**config.mk**
```make
export PLATFORM = sky130hd
export DESIGN_NAME = spi_mem_slave_burst
export DESIGN_NICKNAME = d
export VERILOG_FILES = /design/src/rtl/spi_mem_pkg.sv /design/src/rtl/spi_mem_slave_burst_pin_sync.sv /design/src/rtl/spi_mem_slave_burst.sv
export SDC_FILE = /design/constraint.sdc
export NUM_CORES = 1
export LEC_CHECK = 0
export ABC_AREA = 1
export BUFFER_PORTS_ARGS = -buffer_cell sky130_fd_sc_hd__buf_2
export CORE_AREA = 4 4 317 319
export DETAILED_ROUTE_END_ITERATION = 6
export DIE_AREA = 0 0 321 323
export GPL_ROUTABILITY_DRIVEN = 0
export PLACE_DENSITY = 0.72
export SLEW_MARGIN = 25
export SYNTH_ARGS = -nofsm -noshare
export SYNTH_HDL_FRONTEND = slang
export SYNTH_SLANG_ARGS = --single-unit
```
**constraint.sdc**
```tcl
create_clock -name clk -period 2.47 [get_ports clk]
set_input_delay 0 -clock clk [delete_from_list [all_inputs] [get_ports clk]]
set_output_delay 0 -clock clk [all_outputs]
set_load 0.01 [all_outputs]
```
**src/rtl/spi_mem_pkg.sv**
```systemverilog
// Shared types for the SPI memory slave: FSM state encoding and R/W command bit values.
package spi_mem_pkg;

    typedef enum logic [2:0] {
        IDLE,
        GET_CMD,
        RD_LOAD,
        RD_SHIFT,
        WR_SHIFT,
        WR_STORE,
        HOLD
    } state_t;

    localparam logic RW_READ  = 1'b1;
    localparam logic RW_WRITE = 1'b0;

endpackage

```
**src/rtl/spi_mem_slave_burst_pin_sync.sv**
```systemverilog
// Multi-flop pin synchroniser with an extra history flop for single-clk edge pulses.
module spi_pin_sync #(
    parameter int STAGES  = 2,
    parameter bit RST_VAL = 1'b0
) (
    input  logic clk,
    input  logic reset,
    input  logic pin,
    output logic level,
    output logic rise,
    output logic fall
);
    logic [STAGES-1:0] sync_q;
    logic              prev_q;

    // Reset to the pin's idle level so leaving reset never fakes an edge.
    always_ff @(posedge clk) begin
        if (reset) begin
            sync_q <= {STAGES{RST_VAL}};
            prev_q <= RST_VAL;
        end else begin
            sync_q <= {sync_q[STAGES-2:0], pin};
            prev_q <= sync_q[STAGES-1];
        end
    end

    assign level = sync_q[STAGES-1];
    assign rise  = level & ~prev_q;
    assign fall  = ~level & prev_q;

endmodule

```
**src/rtl/spi_mem_slave_burst.sv**
```systemverilog
// SPI mode-0 slave in front of a word memory. Define SPIMEM_BURST_EN for multi-word
// bursts with address auto-increment; otherwise one data word per chip-select.
module spi_mem_slave_burst
    import spi_mem_pkg::*;
#(
    parameter int ADDR_W      = 7,
    parameter int DATA_W      = 8,
    parameter int DEPTH       = 128,
    parameter int SYNC_STAGES = 2
) (
    input  logic       clk,
    input  logic       reset,
    input  logic       sclk_pin,
    input  logic       cs_pin,
    input  logic       mosi_pin,
    output logic       miso_pin,
    output logic       miso_oe,
    output logic       busy,
    output logic       xfer_done,
    output logic [7:0] word_cnt
);
    localparam int SW = (ADDR_W > DATA_W) ? ADDR_W : DATA_W;
    localparam int CW = $clog2(SW + 2);
`ifdef SPIMEM_BURST_EN
    localparam bit BURST = 1'b1;
`else
    localparam bit BURST = 1'b0;
`endif

    logic sclk_rise, sclk_fall, cs_fall, cs_rise, mosi;
    logic sclk_level_unused, cs_level_unused, mosi_rise_unused, mosi_fall_unused;

    spi_pin_sync #(.STAGES(SYNC_STAGES), .RST_VAL(1'b0)) u_sclk (
        .clk(clk), .reset(reset), .pin(sclk_pin),
        .level(sclk_level_unused), .rise(sclk_rise), .fall(sclk_fall));
    spi_pin_sync #(.STAGES(SYNC_STAGES), .RST_VAL(1'b1)) u_cs (
        .clk(clk), .reset(reset), .pin(cs_pin),
        .level(cs_level_unused), .rise(cs_rise), .fall(cs_fall));
    spi_pin_sync #(.STAGES(SYNC_STAGES), .RST_VAL(1'b0)) u_mosi (
        .clk(clk), .reset(reset), .pin(mosi_pin),
        .level(mosi), .rise(mosi_rise_unused), .fall(mosi_fall_unused));

    state_t              state, state_nxt;
    logic [SW-1:0]       shreg, shreg_nxt;
    logic [ADDR_W-1:0]   addr, addr_nxt;
    logic [CW-1:0]       bit_cnt, bit_nxt;
    logic [7:0]          cnt_nxt;
    logic                miso_nxt, oe_nxt, done_nxt, wr_en;
    logic [DATA_W-1:0]   mem [DEPTH];

    function automatic logic [ADDR_W-1:0] wrap_addr(input logic [ADDR_W-1:0] a);
        return ADDR_W'(32'(a) % DEPTH);
    endfunction

    function automatic logic [ADDR_W-1:0] next_addr(input logic [ADDR_W-1:0] a);
        return (32'(a) == DEPTH - 1) ? '0 : a + 1'b1;
    endfunction

    function automatic logic [7:0] sat_inc(input logic [7:0] c);
        return (c == 8'hFF) ? c : c + 8'd1;
    endfunction

    always_comb begin
        state_nxt = state;
        shreg_nxt = shreg;
        addr_nxt  = addr;
        bit_nxt   = bit_cnt;
        cnt_nxt   = word_cnt;
        miso_nxt  = miso_pin;
        oe_nxt    = miso_oe;
        done_nxt  = 1'b0;
        wr_en     = 1'b0;
        case (state)
            IDLE: if (cs_fall) begin
                state_nxt = GET_CMD;
                bit_nxt   = '0;
                cnt_nxt   = '0;
            end
            GET_CMD: if (sclk_rise) begin
                shreg_nxt = {shreg[SW-2:0], mosi};
                bit_nxt   = bit_cnt + 1'b1;
                // Last bit is R/W; the address is already sitting in the low bits.
                if (bit_cnt == CW'(ADDR_W)) begin
                    addr_nxt  = wrap_addr(shreg[ADDR_W-1:0]);
                    bit_nxt   = '0;
                    state_nxt = (mosi == RW_READ) ? RD_LOAD : WR_SHIFT;
                end
            end
            RD_LOAD: begin
                shreg_nxt = SW'(mem[addr]);
                oe_nxt    = 1'b1;
                bit_nxt   = '0;
                state_nxt = RD_SHIFT;
            end
            RD_SHIFT: if (sclk_fall) begin
                miso_nxt  = shreg[DATA_W-1];
                shreg_nxt = shreg << 1;
                bit_nxt   = bit_cnt + 1'b1;
                if (bit_cnt == CW'(DATA_W - 1)) begin
                    done_nxt = 1'b1;
                    cnt_nxt  = sat_inc(word_cnt);
                    addr_nxt = next_addr(addr);
                    if (BURST) begin
                        state_nxt = RD_LOAD;
                    end else begin
                        state_nxt = HOLD;
                        oe_nxt    = 1'b0;
                    end
                end
            end
            WR_SHIFT: if (sclk_rise) begin
                shreg_nxt = {shreg[SW-2:0], mosi};
                bit_nxt   = bit_cnt + 1'b1;
                if (bit_cnt == CW'(DATA_W - 1)) state_nxt = WR_STORE;
            end
            WR_STORE: begin
                wr_en     = 1'b1;
                done_nxt  = 1'b1;
                cnt_nxt   = sat_inc(word_cnt);
                addr_nxt  = next_addr(addr);
                bit_nxt   = '0;
                state_nxt = BURST ? WR_SHIFT : HOLD;
            end
            default: ;
        endcase
        // Deselect wins everywhere; a WR_STORE in flight still writes via wr_en.
        if (cs_rise) begin
            state_nxt = IDLE;
            oe_nxt    = 1'b0;
        end
    end

    always_ff @(posedge clk) begin
        if (reset) begin
            state     <= IDLE;
            shreg     <= '0;
            addr      <= '0;
            bit_cnt   <= '0;
            word_cnt  <= '0;
            miso_pin  <= 1'b0;
            miso_oe   <= 1'b0;
            xfer_done <= 1'b0;
        end else begin
            state     <= state_nxt;
            shreg     <= shreg_nxt;
            addr      <= addr_nxt;
            bit_cnt   <= bit_nxt;
            word_cnt  <= cnt_nxt;
            miso_pin  <= miso_nxt;
            miso_oe   <= oe_nxt;
            xfer_done <= done_nxt;
        end
    end

    always_ff @(posedge clk) begin
        if (wr_en) mem[addr] <= shreg[DATA_W-1:0];
    end

    assign busy = (state != IDLE);

endmodule

```
* After elaboration in Yosys (flattened, before gate mapping)
Memory sizes are Yosys's and may differ from the RTL's. A register that Yosys moved wholly into a read port is not among the register bits.
Cells that the tools add are included.
Widths: inputs -> output; s select.
** Word-level totals
- Flip-flop bits (word level) :: 41
- Bits in writable memories :: 1024
- Output and inout bits :: 12
- Word-level logic and storage cells :: 99
- Memories kept :: 1
** Memories
- mem :: words 128, bits a word 8, rd ports 1, clocked after memory_dff 1, wr ports 1, RTL line spi_mem_slave_burst.sv:49 : logic [DATA_W-1:0] mem [DEPTH];
** Operators by class
- $add $sub $neg :: 3
- Equal/unequal tests :: 16
- Muxes and demuxes :: 40
- Bitwise logic cells :: 8
- Reduce and logical (&&, ||, !) cells :: 18
** Operator list (count)
- $mux 7 :: 7
- $mux 8 :: 6
- $pmux 8 s3 :: 2
- $mux 3 :: 8
- $pmux 7 s3 :: 1
- $mux 4 :: 5
- $pmux 4 s5 :: 1
- $pmux 3 s6 :: 1
- $ne 2x2->1 const B :: 7
- $reduce_bool 3->1 :: 4
- $reduce_and 5->1 :: 2
- $add 8x1->8 const B :: 1
- $eq 8x8->1 const B :: 1
- $reduce_and 8->1 :: 1
- $add 7x1->7 const B :: 1
- $eq 7x7->1 const B :: 1
- $mux 1 :: 7
- $eq 3x2->1 const B :: 2
- $eq 3x3->1 const B :: 2
- $reduce_and 3->1 :: 2
- $reduce_bool 6->1 :: 1
- $reduce_or 2->1 :: 3
- $reduce_bool 5->1 :: 1
- $add 4x1->4 const B :: 1
- 10 further kinds :: 17

* Depth between registers and ports, before layout
Gate-level depths: netlist of the first run.
- Depth after elaboration :: 7
- Depth in mapped cells :: 14

* Hierarchy
A second synthesis of the first run with hierarchy kept.
** Unflattened totals
- Cell total of the unflattened synthesis :: 3827
- Area total of the unflattened synthesis :: 43784.5 um^2
** By module, submodules not included
- spi_mem_slave_burst :: times used 1, cells each 3790, area each 43499.2 um^2, sequential area each 31550.3 um^2
- spi_pin_sync at u_mosi ... :: times used 2, cells each 12, area each 93.8 um^2, sequential area each 60.1 um^2
- spi_pin_sync at u_cs :: times used 1, cells each 13, area each 97.6 um^2, sequential area each 60.1 um^2

* Worst setup path before layout of the first run
No wires, ideal clock.
- Path type :: reg2reg
- Start :: register shreg[6]
- End :: register with a tool-made name
- Arrival :: 2405 ps
- Required time :: 2395 ps
- Setup slack :: -10 ps
- Cell stages (with the launch flop) :: 3
- Path buffers :: 0
- Clock period less this slack :: 2480 ps
- Path through :: dfxtp_1 > a22oi_1 > a21oi_1
** RTL lines
- start: declaration :: RTL line spi_mem_slave_burst.sv:44 : logic [SW-1:0] shreg, shreg_nxt;
- start signal: assignment :: RTL line spi_mem_slave_burst.sv:145 : shreg <= shreg_nxt;

==> impl_metrics.tcl, run 1 <==
set metrics [dict create \
    status "complete, no violations" \
    critPathArrivalTime_ns 2.97 \
    peakVddDrop_uv 635 \
    overflow 0 \
    setup_viol 0 \
    grt_start_max_net_pins 84 \
    synth_common_cells "nand2_1, edfxtp_1, nand3_1" \
    portBuffers 16 \
    slew_violations 0 \
    synth_nets 3827 \
    crit_path_start_kind "flop" \
    finClkSkew_ns 0.0269 \
    die_w_microns 321 \
    rows 115 \
    drt_wl_total_microns 111000 \
    cts_buffers 104 \
    p_leak_uw 0.0182 \
    hold_viol_final 0 \
    grt_pass1_vias 29100 \
    synthMuxAreaShare 0 \
    synth_area_leaders "edfxtp_1, nand3_1, nand2_1" \
    area.growth.synth_to_final_pct 15.2 \
    synth_area_sq_um 43700 \
    drc_errors 0 \
    wl_per_cell_microns 20.9 \
    dieHeight_microns 323 \
    clkSinkCount 1072 \
    yosysTopAreaCell "edfxtp_1" \
    worstSkewPairLatency_ns 0.67 \
    synth_xor_area_frac 0 \
    placed_cells 5134 \
    yosys.area_share.simple 0.234 \
    diodes 0 \
    via_per_inst 5.61 \
    die_area_sq_um 104000 \
    async_flop_share 0 \
    antenna_found_initial 0 \
    rsz0062_at_grt "no" \
    synth-compound-area-share 0.0115 \
    fin_cells 5335 \
    cap_violations 0 \
    yosysMostFrequentCell "nand2_1" \
    core-area_sq_um 97800 \
    cellPowerDensity_nw_per_um2 896 \
    dr.pass1.iters 6 \
    max_freq_ghz 0.422 \
    finalSetupTns_ns 0 \
    crit_type "flop to flop" \
    grt_use_total 0.212 \
    synth_edf_count 1024 \
    grt_pass1_wl_microns 170000 \
    dp_hpwl_microns 64900 \
    tightest_slew_ns 0.742 \
    ys_ff_latch 1072 \
    cp_data_required_time_ns 3.07 \
    stdcell_area_sq_um 50400 \
    synth-seq-area-share 0.725 \
    synthAdderAreaFrac 0.000858 \
    drive_gt1_frac 0.115 \
    io_pins 17 \
    drt_iter0_markers 3514 \
    dpl-instance-area_sq_um 46900 \
    cts.clk_slew.worst_paths_ns 0.06 \
    avgSynthCellArea_sq_um 11.5 \
    ant_nets 0 \
    critPathMaxFanout 41 \
    cts_setup_buffers 0 \
    cts-root-buf "clkbuf_16" \
    synth_top_family_by_area "simple AND/OR/NAND/NOR gates" \
    ys_types 39 \
    nets 3969 \
    yosysWarnings 0 \
    cts_tree "done" \
    fin_crit_ns 2.37 \
    clockBufferDepth 3 \
    synth_flop_cell "edfxtp_1" \
    min_path_type "input port to flop" \
    cp-end-kind "flop" \
    synth_cells 3819 \
    initial_core_util 0.447 \
    ctsHtreeMaxLevel 3 \
    via_count 29900 \
    min_from "reset" \
    period_share 0.959 \
    synth_top_area_share 0.703 \
    slew_headroom 0.505 \
]
through the flow:
stage                     worst slack (ns)  total power, uW  hold slack, ns  utilization
after floorplan                     0.0480            26300           0.104            -
after global placement               0.133            29300           0.184        0.479
after detailed placement             0.120            29400           0.185        0.479
after CTS                           0.0923            45100           0.128        0.515
after global routing                0.0153            46800           0.190        0.515
final                                0.102            45100           0.178        0.515
layout by cell type (no fill, tap or decap), types with 13 or more instances in the layout:
| cell type | n |
|---|---|
| nand2_1 | 1203 |
| edfxtp_1 | 1024 |
| nand3_1 | 960 |
| buf_4 | 205 |
| nor2_1 | 162 |
| clkbuf_16 | 107 |
| inv_1 | 46 |
| buf_12 | 42 |
| dfxtp_1 | 36 |
| a21oi_1 | 35 |
| clkbuf_1 | 27 |
| clkinv_1 | 20 |
| nor3_1 | 17 |
| o21ai_0 | 16 |
| clkinv_2 | 16 |
| buf_2 | 16 |
| o21ai_1 | 13 |
cell type report:
cell class / instances / area, sq um
well taps: 1287 / 1610
clock inverters: 54 / 572
flip-flops and latches: 1072 / 31800
multi-input cells: 2449 / 10800
clock buffers: 139 / 2840
repair buffers: 273 / 2610
fillers: 8068 / 47500
inverters: 61 / 251
sequential cells by signal, indices dropped and copies added (netlist names), named ones only:
register and flops:
u_cs.sync_q 2, u_mosi.sync_q 2, u_sclk.sync_q 2, state 3, xfer_done 1, addr 7
miso_pin 1, shreg 8, bit_cnt 4, word_cnt 8, u_sclk.prev_q 1, u_cs.prev_q 1
miso_oe 1, mem 1024
critical path, stage by stage (launching register included):
cell	delay, ns
dfxtp_4	0.37
inv_8	0.23
buf_12	0.25
buf_12	0.24
nand2_1	0.07
nand3_1	0.09
nand3_1	0.07
nand3_1	0.14
nand2_1	0.13
nand2_1	0.09
nand3_1	0.11
nand3_1	0.18
nand3_1	0.15
a21oi_1	0.15
final timing paths:
check	to	slack (ns)	cells after the start
hold reg to reg	u_mosi.sync_q[1]$_SDFF_PP0_	0.40	2
hold / removal	word_cnt[1]$_SDFFE_PP0P_	0.18	3
setup / recovery	shreg[0]$_SDFFE_PP0P_	0.10	13
setup reg to reg	shreg[0]$_SDFFE_PP0P_	0.10	13
report_power, final:
group	total (uW)	switching, uW	leakage, uW	internal (uW)
sequential	21400	574	0.00982	20800
clock	15900	6600	0.00166	9280
combinational	7900	5640	0.00675	2270
total	45100	12800	0.0182	32300
layer usage:
| metal | track usage | share of wire | up-vias |
|---|---|---|---|
| met5 | 0 | 0 | - |
| met2 | 0.349 | 0.48 | 1589 |
| li1 | - | - | 13700 |
| met4 | 0.0737 | 0.033 | 0 |
| met1 | 0.283 | 0.39 | 14300 |
| met3 | 0.0414 | 0.098 | 257 |
cell families (layout without fill, tap and decap cells):
kind of cell             after synthesis  count (layout)
flip-flops                          1072            1072
AO/OA/AOI/OAI                         85              85
buffers and inverters                298             527
adder cells (fa/ha/maj)                3               3
AND/OR/NAND/NOR                     2361            2361
timing repair:
action	in CTS	in global routing
setup endpoints to repair	0	1
hold buffers	7	0
gates resized for setup	0	2
endpoints found under the hold margin	28	0
No activity file was read; power rests on OpenSTA's default activity.
==> run 2: changes to the inputs <==
--- a/config.mk
+++ b/config.mk
@@ -7,9 +7,9 @@
 export LEC_CHECK = 0
 export ABC_AREA = 1
 export BUFFER_PORTS_ARGS = -buffer_cell sky130_fd_sc_hd__buf_2
-export CORE_AREA = 4 4 317 319
+export CORE_AREA = 2 2 315 317
 export DETAILED_ROUTE_END_ITERATION = 6
-export DIE_AREA = 0 0 321 323
+export DIE_AREA = 0 0 317 319
 export GPL_ROUTABILITY_DRIVEN = 0
 export PLACE_DENSITY = 0.72
 export SLEW_MARGIN = 25
==> impl_metrics.tcl, run 2 (synthesis gave the netlist of run 1 again) <==
set metrics [dict create \
    dp_worst_setup_slack_ns 0.132 \
    cts_resized 0 \
    rows 115 \
    tightest_slew_ns 0.752 \
    dp_hpwl_microns 65100 \
    final_common_cell "nand2_1" \
    io_pins 17 \
    grt_pass1_wl_microns 167000 \
    grt_pass1_vias 28500 \
    clockBufferDepth 3 \
    path_cells "nand2_4 -> nor2_8 -> nand2_1 -> buf_4 -> nor2_1 -> buf_4" \
    diodes 0 \
    clkSinkCount 1072 \
    cellPowerDensity_nw_per_um2 876 \
    layout_setup_ws_ns 0.112 \
    setup_viol 0 \
    final_util 0.512 \
    met2_usage 0.336 \
    nets 3957 \
    finClkSkew_ns 0.0343 \
    met3_usage 0.0371 \
    regMostFlops "mem" \
    ff_latch_area_sq_um 31800 \
    grt_start_max_net_pins 104 \
    cp-end-kind "flop" \
    crit_type "flop to flop" \
    cp_data_required_time_ns 2.86 \
    critPathArrivalTime_ns 2.75 \
    dr.pass1.iters 5 \
    crit_family "simple AND/OR/NAND/NOR gates" \
    dieHeight_microns 319 \
    ant_nets 0 \
    slew_violations 0 \
    worstPathBufferInverterCount 2 \
    layout_common_cells "nand2_1, edfxtp_1, nand3_1, buf_4, nor2_1" \
    fin_crit_ns 2.36 \
    holdPathStages 3 \
    cp_common_cell "buf_4" \
    largest_registers "mem x1024, shreg x8, word_cnt x8" \
    largest_reg_flops 1024 \
    crit_path_start_kind "flop" \
    core-area_sq_um 97700 \
    peakVddDrop_uv 699 \
    portBuffers 16 \
    drc_errors 0 \
    wl_per_cell_microns 20.3 \
    max_freq_ghz 0.424 \
    via_per_inst 5.57 \
    rsz0062_at_grt "no" \
    cts_setup_buffers 0 \
    slew_headroom 0.499 \
    cap_violations 0 \
    area.growth.synth_to_final_pct 14.4 \
    drt_iter0_markers 3585 \
    cts_buffers 104 \
    grt_use_total 0.214 \
    critical_path.max_stage_delay_ns 0.54 \
    hold_viol_final 0 \
    die_area_sq_um 101000 \
    cts-hold-fix-buffers 7 \
    drive_gt1_frac 0.110 \
    use_met1 0.303 \
    grt.busiest_layer "met2" \
    period_share 0.955 \
    min_path_type "input port to flop" \
    multi_input_area_sq_um 10800 \
    overflow 0 \
    cts_tree "done" \
    p_leak_uw 0.0180 \
    ctsHtreeMaxLevel 3 \
    drt_wl_total_microns 108000 \
    critPathMaxFanout 9 \
    cp_slowest_cell "dfxtp_1" \
    die_w_microns 317 \
    timing.hold.ws_ns 0.206 \
    cts.clk_slew.worst_paths_ns 0.06 \
    r2r_cells 6 \
    status "complete, no violations" \
    worstSkewPairLatency_ns 0.69 \
    antenna_found_initial 0 \
    via_count 29700 \
    finalSetupTns_ns 0 \
    cts-root-buf "clkbuf_16" \
    initial_core_util 0.448 \
    cp_num_cells 6 \
    fillers 8130 \
]
run 2: cell count changes in the layout (fill, tap and decap cells not counted), sizes merged:
| cell | change |
|---|---|
| bufinv | -10 |
| clkinv | +11 |
| buf | -11 |
| clkbuf | -6 |
| clkinvlp | +1 |
| inv | +6 |
run 2: power breakdown:
part,internal [uW],switching (uW)
sequential,20800,529
combinational,2270,5540
clock,8100,6600
run 2: final timing paths:
| kind | start | endpoint | slack [ns] |
|---|---|---|---|
| max | state[0]$_SDFFE_PP0P_ | mem[7][7]$_DFFE_PP_ | 0.11 |
| min | reset | word_cnt[1]$_SDFFE_PP0P_ | 0.21 |
| max reg2reg | state[0]$_SDFFE_PP0P_ | mem[7][7]$_DFFE_PP_ | 0.11 |
| min reg2reg | u_sclk.sync_q[0]$_SDFF_PP0_ | u_sclk.sync_q[1]$_SDFF_PP0_ | 0.40 |
run 2: routing by layer:
metal  share of wire  wire [microns]  vias up
met5               0               0        -
met4           0.032            3410        0
met3           0.093           10000      243
met2            0.47           50900     1457
met1            0.40           43700    14300
li1                -               -    13700
run 2: final cells by class:
| class | count | area share |
|---|---|---|
| Sequential cell | 1072 | 0.635 |
| Inverter | 61 | 0.00503 |
| Clock buffer | 134 | 0.0551 |
| Clock inverter | 62 | 0.00768 |
| Tap cell | 1287 | 0.0322 |
| Multi-Input combinational cell | 2449 | 0.215 |
| Timing Repair Buffer | 261 | 0.0502 |
run 2: stage by stage:
| step | instance area (sq um) | instances | power [uW] |
|---|---|---|---|
| finish | 50000 | 5326 | 43800 |
| global route | 50000 | 5326 | 45500 |
| CTS | 50000 | 5326 | 44000 |
| detailed placement | 46800 | 5123 | 29400 |
| global placement | 46800 | 5123 | 29200 |
| floorplan | 43700 | 3819 | 26300 |
run 2: worst register-to-register path, delay by kind of cell (launching register included):
family	cells	cell delay [ns]
and+or+nand+nor	4	0.98
buffers and inverters	2	0.56
DFF	1	0.54
